===== src/rtl/uart_rx.sv =====
// uart_rx: oversampling UART receiver.
// Finds each frame's start bit on the synchronised rx line and samples every
// bit at its centre. Framing (7/8 data bits, optional parity with selectable
// sense) and bit timing are runtime inputs, captured at the start of each frame.
// The received byte and its status flags are held for the processor until it
// acknowledges them with a single-cycle read pulse.

module uart_rx (
    input  logic        clock,
    input  logic        reset,
    input  logic [18:0] bit_period,
    input  logic        eight,
    input  logic        pen,
    input  logic        ohel,
    input  logic        rx,
    input  logic        read,
    output logic [7:0]  rx_data,
    output logic        rx_rdy,
    output logic        perr,
    output logic        ferr,
    output logic        ovf
);

    typedef enum logic [2:0] {
        IDLE   = 3'd0,
        START  = 3'd1,
        DATA   = 3'd2,
        PARITY = 3'd3,
        STOP   = 3'd4
    } state_t;

    // Two-flop synchroniser for the asynchronous serial input
    logic        rxMeta_q;
    logic        rxSync_q;

    // Receive state machine
    state_t      state_q, state_d;

    // Set once the line has been seen high in IDLE; a start edge is honoured only when set
    logic        armed_q, armed_d;

    // Framing configuration captured on entry to START
    logic        eightCfg_q, eightCfg_d;
    logic        penCfg_q, penCfg_d;
    logic        ohelCfg_q, ohelCfg_d;
    logic [18:0] periodCfg_q, periodCfg_d;

    // Bit timer and mid-bit sample strobe
    logic [18:0] bitCnt_q, bitCnt_d;
    logic [18:0] bitTarget;
    logic        smp;

    // Data bit index, assembled data and received parity bit
    logic [2:0]  bitIdx_q, bitIdx_d;
    logic [7:0]  shift_q, shift_d;
    logic        parity_q, parity_d;

    // Frame completion strobe and the values it loads
    logic        frameDone;
    logic [7:0]  frameData;
    logic        frameParityErr;

    // Processor-visible result registers
    logic [7:0]  data_q, data_d;
    logic        rdy_q, rdy_d;
    logic        perr_q, perr_d;
    logic        ferr_q, ferr_d;
    logic        ovf_q, ovf_d;

    // Synchronise rx into the clock domain; both stages reset to the idle-high level
    always_ff @(posedge clock) begin
        if (!reset) begin
            rxMeta_q <= 1'b1;
            rxSync_q <= 1'b1;
        end else begin
            rxMeta_q <= rx;
            rxSync_q <= rxMeta_q;
        end
    end

    // Bit timer compare: half a bit to reach the start-bit centre, a full bit thereafter
    always_comb begin
        bitTarget = periodCfg_q;
        if (state_q == START) begin
            bitTarget = {1'b0, periodCfg_q[18:1]};
        end
        smp = (state_q != IDLE) && (bitCnt_q == (bitTarget - 19'd1));
    end

    // Next-state logic for the receive FSM, timer, data capture and configuration latch
    always_comb begin
        state_d     = state_q;
        armed_d     = armed_q;
        eightCfg_d  = eightCfg_q;
        penCfg_d    = penCfg_q;
        ohelCfg_d   = ohelCfg_q;
        periodCfg_d = periodCfg_q;
        bitIdx_d    = bitIdx_q;
        shift_d     = shift_q;
        parity_d    = parity_q;
        frameDone   = 1'b0;

        case (state_q)
            IDLE: begin
                if (armed_q && !rxSync_q) begin
                    state_d     = START;
                    armed_d     = 1'b0;
                    eightCfg_d  = eight;
                    penCfg_d    = pen;
                    ohelCfg_d   = ohel;
                    periodCfg_d = bit_period;
                end else if (rxSync_q) begin
                    armed_d = 1'b1;
                end
            end

            START: begin
                if (smp) begin
                    if (rxSync_q) begin
                        state_d = IDLE;
                    end else begin
                        state_d  = DATA;
                        bitIdx_d = 3'd0;
                        shift_d  = 8'd0;
                    end
                end
            end

            DATA: begin
                if (smp) begin
                    shift_d[bitIdx_q] = rxSync_q;
                    if (bitIdx_q == (eightCfg_q ? 3'd7 : 3'd6)) begin
                        state_d = penCfg_q ? PARITY : STOP;
                    end else begin
                        bitIdx_d = bitIdx_q + 3'd1;
                    end
                end
            end

            PARITY: begin
                if (smp) begin
                    parity_d = rxSync_q;
                    state_d  = STOP;
                end
            end

            STOP: begin
                if (smp) begin
                    state_d   = IDLE;
                    frameDone = 1'b1;
                end
            end

            default: begin
                state_d = IDLE;
                armed_d = 1'b0;
            end
        endcase

        // The timer restarts on every strobe and every state entry and rests at zero in IDLE
        if ((state_q == IDLE) || smp || (state_d != state_q)) begin
            bitCnt_d = 19'd0;
        end else begin
            bitCnt_d = bitCnt_q + 19'd1;
        end
    end

    // Completed-frame byte and parity check; bit 7 never carries data in 7-bit mode
    always_comb begin
        frameData = shift_q;
        if (!eightCfg_q) begin
            frameData[7] = 1'b0;
        end
        frameParityErr = penCfg_q & ((^frameData ^ parity_q) != ohelCfg_q);
    end

    // Result registers: a completing frame takes priority over a read in the same cycle
    always_comb begin
        data_d = data_q;
        rdy_d  = rdy_q;
        perr_d = perr_q;
        ferr_d = ferr_q;
        ovf_d  = ovf_q;

        if (frameDone) begin
            data_d = frameData;
            rdy_d  = 1'b1;
            perr_d = frameParityErr;
            ferr_d = ~rxSync_q;
            if (read) begin
                ovf_d = 1'b0;
            end else if (rdy_q) begin
                ovf_d = 1'b1;
            end
        end else if (read) begin
            rdy_d  = 1'b0;
            perr_d = 1'b0;
            ferr_d = 1'b0;
            ovf_d  = 1'b0;
        end
    end

    // State, timer, capture and result registers with synchronous active-low reset
    always_ff @(posedge clock) begin
        if (!reset) begin
            state_q     <= IDLE;
            armed_q     <= 1'b0;
            eightCfg_q  <= 1'b0;
            penCfg_q    <= 1'b0;
            ohelCfg_q   <= 1'b0;
            periodCfg_q <= 19'd0;
            bitCnt_q    <= 19'd0;
            bitIdx_q    <= 3'd0;
            shift_q     <= 8'd0;
            parity_q    <= 1'b0;
            data_q      <= 8'd0;
            rdy_q       <= 1'b0;
            perr_q      <= 1'b0;
            ferr_q      <= 1'b0;
            ovf_q       <= 1'b0;
        end else begin
            state_q     <= state_d;
            armed_q     <= armed_d;
            eightCfg_q  <= eightCfg_d;
            penCfg_q    <= penCfg_d;
            ohelCfg_q   <= ohelCfg_d;
            periodCfg_q <= periodCfg_d;
            bitCnt_q    <= bitCnt_d;
            bitIdx_q    <= bitIdx_d;
            shift_q     <= shift_d;
            parity_q    <= parity_d;
            data_q      <= data_d;
            rdy_q       <= rdy_d;
            perr_q      <= perr_d;
            ferr_q      <= ferr_d;
            ovf_q       <= ovf_d;
        end
    end

    assign rx_data = data_q;
    assign rx_rdy  = rdy_q;
    assign perr    = perr_q;
    assign ferr    = ferr_q;
    assign ovf     = ovf_q;

endmodule


===== config.mk =====
export PLATFORM = sky130hd
export DESIGN_NAME = uart_rx
export DESIGN_NICKNAME = d
export VERILOG_FILES = /design/src/rtl/uart_rx.sv
export SDC_FILE = /design/constraint.sdc
export NUM_CORES = 1
export LEC_CHECK = 0
export ABC_AREA = 1
export CAP_MARGIN = 20
export CORE_UTILIZATION = 55
export DETAILED_ROUTE_END_ITERATION = 16
export PLACE_DENSITY = 0.76
export RECOVER_POWER = 50
export SLEW_MARGIN = 15
export SYNTH_ARGS = -nofsm -noshare
export SYNTH_HDL_FRONTEND = slang
export SYNTH_SLANG_ARGS = --single-unit

===== constraint.sdc =====
create_clock -name clock -period 3.1 [get_ports clock]
set_input_delay 0.31 -clock clock [delete_from_list [all_inputs] [get_ports clock]]
set_output_delay 0.31 -clock clock [all_outputs]
set_load 0.005 [all_outputs]

==> impl_metrics.tcl <==
set metrics [dict create \
    grt_busiest_layer "met2" \
    ant_nets 0 \
    whs_ns 0.423 \
    drive_above_1_share_pct 11.2 \
    antenna_found_initial 0 \
    dieArea_um2 8440 \
    synth_area_leader_cell "dfxtp_1" \
    die_x_um 91.9 \
    ys_top_cells_by_area "dfxtp_1 32%, nand2_1 15%, nand3_1 7.3%" \
    grt.total_usage_pct 29.3 \
    ios 38 \
    arrival_ns 3.13 \
    htree_levels 3 \
    grt_max_degree 41 \
    reg2reg_slack_ns 0.24 \
    p_clk_share_pct 35.0 \
    timing.rr.end "ferr$_SDFFE_PN0P_" \
    synth-seq-cells 71 \
    clock-sinks 71 \
    layout.nets 763 \
    start_kind "register" \
    regArea_um2 1430 \
    yosys.area.top_type_share_pct 32.0 \
    cts-root-buf "clkbuf_8" \
    drt-total-wl_mm 11.5 \
    min_path_cells 1 \
    finalSetupViolations 0 \
    syn_avg_cell_area_um2 6.43 \
    num-fill-cells 687 \
    overflow 0 \
    fin_crit_sh_pct 92.2 \
    synth_compound_area_share_pct 10.7 \
    drc_errors 0 \
    skew_ns 0.00654 \
    reg2reg_depth 19 \
    yosysWarningCount 0 \
    tns_ns 0 \
    crit_path_end_kind "register" \
    yosys.area_share.simple_pct 39.3 \
    crit_chain "inv_2, nor2_8, nand3_2, nand2_4, ha_4, xor2_1, nand2_1, nor2_1, nand3_1, nor2_1, nand3_1, nor2_1, nand2_2, inv_2, nand2_2, nor2_4, buf_4, nand2_1, o22ai_1" \
    synthDistinctLibCells 35 \
    path_max_fanout 10 \
    min-delay-start "rxMeta_q$_SDFF_PN1_" \
    first_iter_violations 302 \
    insertedDiodeCount 0 \
    powerDensity_nw_per_um2 426 \
    grt_pass1_wl_mm 19.8 \
    worst_slew_pin_slew_ns 1.40 \
    crit_required_ns 3.38 \
    clk_latency_ns 0.35 \
    muxShareOfSynthArea_pct 0 \
    synth_xor_area_share_pct 7.09 \
    status "completed" \
    cts_tree "done" \
    min_path_type "register to register" \
    p_sw_share_pct 32.0 \
    slew_viol_final 0 \
    numCtsBuffers 9 \
    multi_input_area_um2 2610 \
    slowest_delay_ns 0.40 \
    die_h_um 91.9 \
    grtUsageMet1_pct 36.7 \
    relSlewSlack_pct 6.49 \
    synthAdderAreaFrac_pct 0.845 \
    grt_util_met2_pct 50.2 \
    rows 32 \
    critical_path.most_common_cell "nor2_1" \
    wl_per_cell_um 13.7 \
    start_util_pct 57.2 \
    detailed_place_hpwl_mm 8.74 \
    synth_fp_nets 720 \
    grt_pass1_vias 4272 \
    maxCapViolCount 0 \
    dr.pass1.iters 5 \
    synth_area_um2 4440 \
    crit_type "register to register" \
    io_buffer_count 37 \
    synth_cells 691 \
    r2r_start "state_q[0]$_SDFF_PN0_" \
    routabilityCongestion 0.903 \
    power_frac_comb_pct 22.6 \
    synth_top_family_by_area "simple AND/OR/NAND/NOR gates" \
    seq_power_share_pct 42.4 \
    fmax_mhz 350 \
    critPathSlowestCell "dfxtp_2" \
    p_sw_uw 709 \
    coreArea_um2 7770 \
    clk_pin_slew_ns 0.08 \
    use_met3_pct 3.90 \
    seq_area_frac_synth_pct 32.0 \
    leakagePower_uw 0.00234 \
    power.internal_uw 1510 \
    hold_viol 0 \
    clk_path_buf_depth 2 \
    syn2layout_area_growth_pct 17.1 \
    fin_crit_ns 2.86 \
    hold_end "rxSync_q$_SDFF_PN1_" \
    crit_buf_inv 3 \
    avgViaCountPerCell 5.35 \
    critical-path-top-delay-family "simple AND/OR/NAND/NOR gates" \
    via_count 4497 \
    peakVddDrop_mv 0.292 \
]
==> metrics by stage <==
step	power [uW]	util, %	cell area, um^2	std cells	setup slack [ns]
floorplan	1320	-	4440	691	0.435
global placement	1440	63.2	4910	818	0.0594
detailed placement	1440	63.2	4910	818	-0.0137
CTS	2220	66.1	5130	835	0.0997
global route	2340	67.0	5200	841	-0.0162
finish	2220	67.0	5200	841	0.243
==> cells in the final DEF, fill, tap and decap left out, drive strengths merged <==
master and count:
a211oi 1, clkbuf 12, nand2 178, xnor2 8, nor3 14, clkdlybuf4s50 24
ha 3, o31ai 1, or2 9, nor2 97, inv 86, xor2 28
buf 16, o21bai 1, dlygate4sd3 13, nand4 11, bufinv 1, clkinvlp 1
nor4 1, and2 1, nand3b 2, nand3 73, clkinv 4, dfxtp 71
o22ai 1, a21oi 35, o2111ai 8, o21ai 38, o211ai 1
==> routing by layer <==
metal / part of all wire, % / wire length, um
met2: 48 / 5500
met5: 0 / 0
met4: 2.7 / 307
met1: 44 / 5030
met3: 5.8 / 672
==> layout make-up <==
| class | instances | area share [%] |
|---|---|---|
| repair buffers | 55 | 9.72 |
| well taps | 102 | 2.45 |
| flip-flops and latches | 71 | 27.4 |
| inverters | 86 | 6.20 |
| clock buffers | 10 | 2.65 |
| multi-input cells | 511 | 50.2 |
| clock inverters | 6 | 1.32 |
==> Yosys cell counts <==
cell       number
and2_1          1
nand2_2         5
o21ai_0        30
nor4_1          1
o31ai_2         1
dfxtp_1        71
o2111ai_1       8
nor2_1         82
nand3b_1        2
buf_6           2
clkinv_1        1
o21bai_1        1
buf_4           4
clkbuf_1       14
buf_2           4
inv_2           8
nand2_1       172
nor2_4          4
a211oi_1        1
xnor2_1         8
nand3_2         8
inv_1          77
o22ai_1         1
nor3_1         14
nand3_1        65
o21ai_1         8
a21oi_1        35
o211ai_1        1
nor2_2          9
xor2_1         28
nand4_1        11
or2_2           9
ha_1            3
nor2_8          1
nand2_4         1
==> power by group through the flow <==
| stage | clock network (uW) | logic, uW | registers, uW |
|---|---|---|---|
| global route | 827 | 571 | 942 |
| finish | 776 | 502 | 940 |
| floorplan | 0 | 364 | 958 |
| detailed placement | 0 | 481 | 962 |
| CTS | 788 | 487 | 940 |
| global placement | 0 | 477 | 962 |
==> worst max-delay path by stage <==
| stage | slack, ns | end | startpoint | cells after the start |
|---|---|---|---|---|
| 6_report | 0.24 | ferr$_SDFFE_PN0P_ | state_q[0]$_SDFF_PN0_ | 19 |
| 3_5_place_dp | -0.01 | ferr$_SDFFE_PN0P_ | state_q[0]$_SDFF_PN0_ | 20 |
| 4_1_cts | 0.1 | ferr$_SDFFE_PN0P_ | state_q[0]$_SDFF_PN0_ | 18 |
| 2_1_floorplan | 0.43 | bitCnt_q[16]$_SDFF_PP0_ | state_q[2]$_SDFF_PN0_ | 20 |
| 3_3_place_gp | 0.06 | ferr$_SDFFE_PN0P_ | state_q[0]$_SDFF_PN0_ | 17 |
| 5_1_grt | -0.02 | rx_data[3]$_SDFFE_PN0P_ | state_q[1]$_SDFF_PN0_ | 19 |
==> state kept, by name, summed over array words and instances, names as in the netlist <==
register,flops
ovf,1
perr,1
ferr,1
penCfg_q,1
shift_q,8
state_q,3
bitIdx_q,3
parity_q,1
armed_q,1
rxMeta_q,1
eightCfg_q,1
ohelCfg_q,1
rxSync_q,1
rx_rdy,1
bitCnt_q,19
periodCfg_q,19
rx_data,8
==> repair_timing <==
item / in CTS / in global routing
gates cloned: 1 / 0
buffers inserted: 0 / 6
gates resized for setup: 3 / 7
hold buffers: 0 / 0
pin swaps: 1 / 3
setup endpoints to repair: 5 / 46
==> cell families (layout without fill, tap and decap cells) <==
family / Yosys count / after routing
XOR/XNOR: 36 / 36
adder cells (fa/ha/maj): 3 / 3
AO/OA/AOI/OAI: 86 / 86
flip-flops: 71 / 71
AND/OR/NAND/NOR: 385 / 386
buffers and inverters: 110 / 157
Note: power is estimated with default switching activity, not from simulation.
==> variant: new RTL, config.mk and constraints unchanged <==
Encoding of `state_t`: now Gray code (3 bits for 5 states).
--- a/src/rtl/uart_rx.sv
+++ b/src/rtl/uart_rx.sv
@@ -22,11 +22,11 @@
 );
 
     typedef enum logic [2:0] {
-        IDLE   = 3'd0,
-        START  = 3'd1,
-        DATA   = 3'd2,
-        PARITY = 3'd3,
-        STOP   = 3'd4
+        IDLE   = 3'b000,
+        START  = 3'b001,
+        DATA   = 3'b011,
+        PARITY = 3'b010,
+        STOP   = 3'b110
     } state_t;
 
     // Two-flop synchroniser for the asynchronous serial input
Behaviour: same outputs for any inputs over 10 cycles, from zero or initial values and one cycle with reset low; not proved beyond that.
==> variant against the unedited design <==
- global-route usage fell by 1.6 points
- final area is 8.2% higher
- setup slack got worse by 0.18 ns
- power down 2.4%
- wire length increased by 6.3%
- sequential cell count unchanged
- area after synthesis grew 4.5%
- via count rose by 2.4%
- largest power group unchanged
- largest cell class unchanged
==> variant: results (changes against the unedited design) <==
The layout buffer count excluding clock buffers came out at 70 (+27%). The layout filler cell count came out at 730 (+6.3%). The worst clock skew came out at 0.0139 ns (+0.00734 ns). The placed cell area is 5130 um2 (+4.6%).

The total number of multi-input combinational cells came out at 534 (+4.5%). The synthesized instance count came out at 711 (+2.9%). The critical path data arrival time came to 3.34 ns (+0.21 ns).

The most critical setup path has its startpoint at state_q[2]. The wire length after detailed routing came out at 12.2 mm (+6.3%). The final-layout non-clock buffer area share is 12.2% (+2.5 points).

The area fraction of clock buffers and clock inverters came out at 3.38% (-0.59 points). Following the worst setup path forward leads to its endpoint at bitCnt_q[4]. The run finished with clean final reports.

The post-cts repair resize count came out at 1 (-2). The minimum clock period is 3.04 ns (+0.180 ns). The first-pass GRT wire length came out at 18.8 mm (-5.1%). The via count of the first global-routing pass is 4071 (-4.7%). The worst relative slew slack came out at 62.9% (+56 points). The pin count of the biggest net entering global routing came out at 39 (-4.9%). The share of post-route cells with drive strength above 1 is 18.2% (+6.9 points). The placer congestion estimate is 0.975 (+8.1%). The post-CTS clock slew at the launch and capture registers of the worst setup and hold paths came out at 0.10 ns (+0.02 ns). The overall fraction of global-route tracks in use came out at 27.7% (-1.6 points). The flip-flop and latch share of the layout cell area came out at 25.4% (-2.1 points). The post-synthesis sequential area ratio came to 30.6% (-1.4 points). Sorting the synthesized cells by area gives the leading types as sky130_fd_sc_hd__dfxtp_1 31%, sky130_fd_sc_hd__nand2_1 16%, sky130_fd_sc_hd__inv_1 6.5%. The insertion delay of the later-clocked pin in the worst-skew pair is 0.37 ns (+0.02 ns). The post-place setup slack came to 0.00929 ns (+0.0230 ns). The largest fanout on the critical path is 6 (-4). The commonest cells after synthesis are 201 x sky130_fd_sc_hd__nand2_1, 80 x sky130_fd_sc_hd__inv_1, 78 x sky130_fd_sc_hd__nor2_1. The path with the worst hold slack has its endpoint at rxSync_q. The worst reg-to-reg path cell count is 23 (+4). The area share of xor/xnor cells in the synthesized design came out at 6.98% (-0.12 points). The final cell count without fillers was 881 (+4.8%).

The post-synthesis net count came to 740 (+2.8%). The compound-cell area share of the yosys netlist is 10.3% (-0.47 points). The worst vdd rail ir drop is 0.317 mV (+8.6%). The total placed cells including tap cells came out at 846 (+3.4%).

The count of different cell masters after synthesis was 41 (+17%). The area share of fa/ha/maj cells after synthesis came to 0.808% (-0.037 points).
[variant: power breakdown]
group | total (W) | switching, W | internal (W) | leakage (nW)
Clock | 0.000746 | 0.000432 | 0.000315 | 0.0991
Combinational | 0.000485 | 0.000297 | 0.000188 | 1.83
Sequential | 0.000932 | 0.00000895 | 0.000923 | 0.576
[variant: worst max-delay path, cell delays in order, from the launching register on]
cell	delay (ns)
sky130_fd_sc_hd__dfxtp_2	0.34
sky130_fd_sc_hd__inv_4	0.10
sky130_fd_sc_hd__nand2_4	0.07
sky130_fd_sc_hd__nor2_4	0.16
sky130_fd_sc_hd__nand2_1	0.08
sky130_fd_sc_hd__nand2_2	0.11
sky130_fd_sc_hd__ha_4	0.16
sky130_fd_sc_hd__nand2_4	0.05
sky130_fd_sc_hd__nor2_4	0.15
sky130_fd_sc_hd__nand2_2	0.11
sky130_fd_sc_hd__nor2_2	0.13
sky130_fd_sc_hd__buf_4	0.12
sky130_fd_sc_hd__nand3b_1	0.07
sky130_fd_sc_hd__nand2_1	0.10
sky130_fd_sc_hd__inv_2	0.04
sky130_fd_sc_hd__nor2_2	0.10
sky130_fd_sc_hd__nand2_2	0.11
sky130_fd_sc_hd__nor2_8	0.17
sky130_fd_sc_hd__buf_6	0.15
sky130_fd_sc_hd__nand3_4	0.06
sky130_fd_sc_hd__o211ai_2	0.09
sky130_fd_sc_hd__nand3_4	0.18
sky130_fd_sc_hd__clkbuf_16	0.22
sky130_fd_sc_hd__nor2_1	0.08
[variant: routing by layer]
layer | global-route usage [%] | up-vias | share of wire [%]
met2 | 46.5 | 131 | 48
met5 | 0 | - | 0
met3 | 4.37 | 27 | 4.6
li1 | - | 2362 | -
met1 | 35.2 | 2087 | 44
met4 | 11.5 | 0 | 2.7
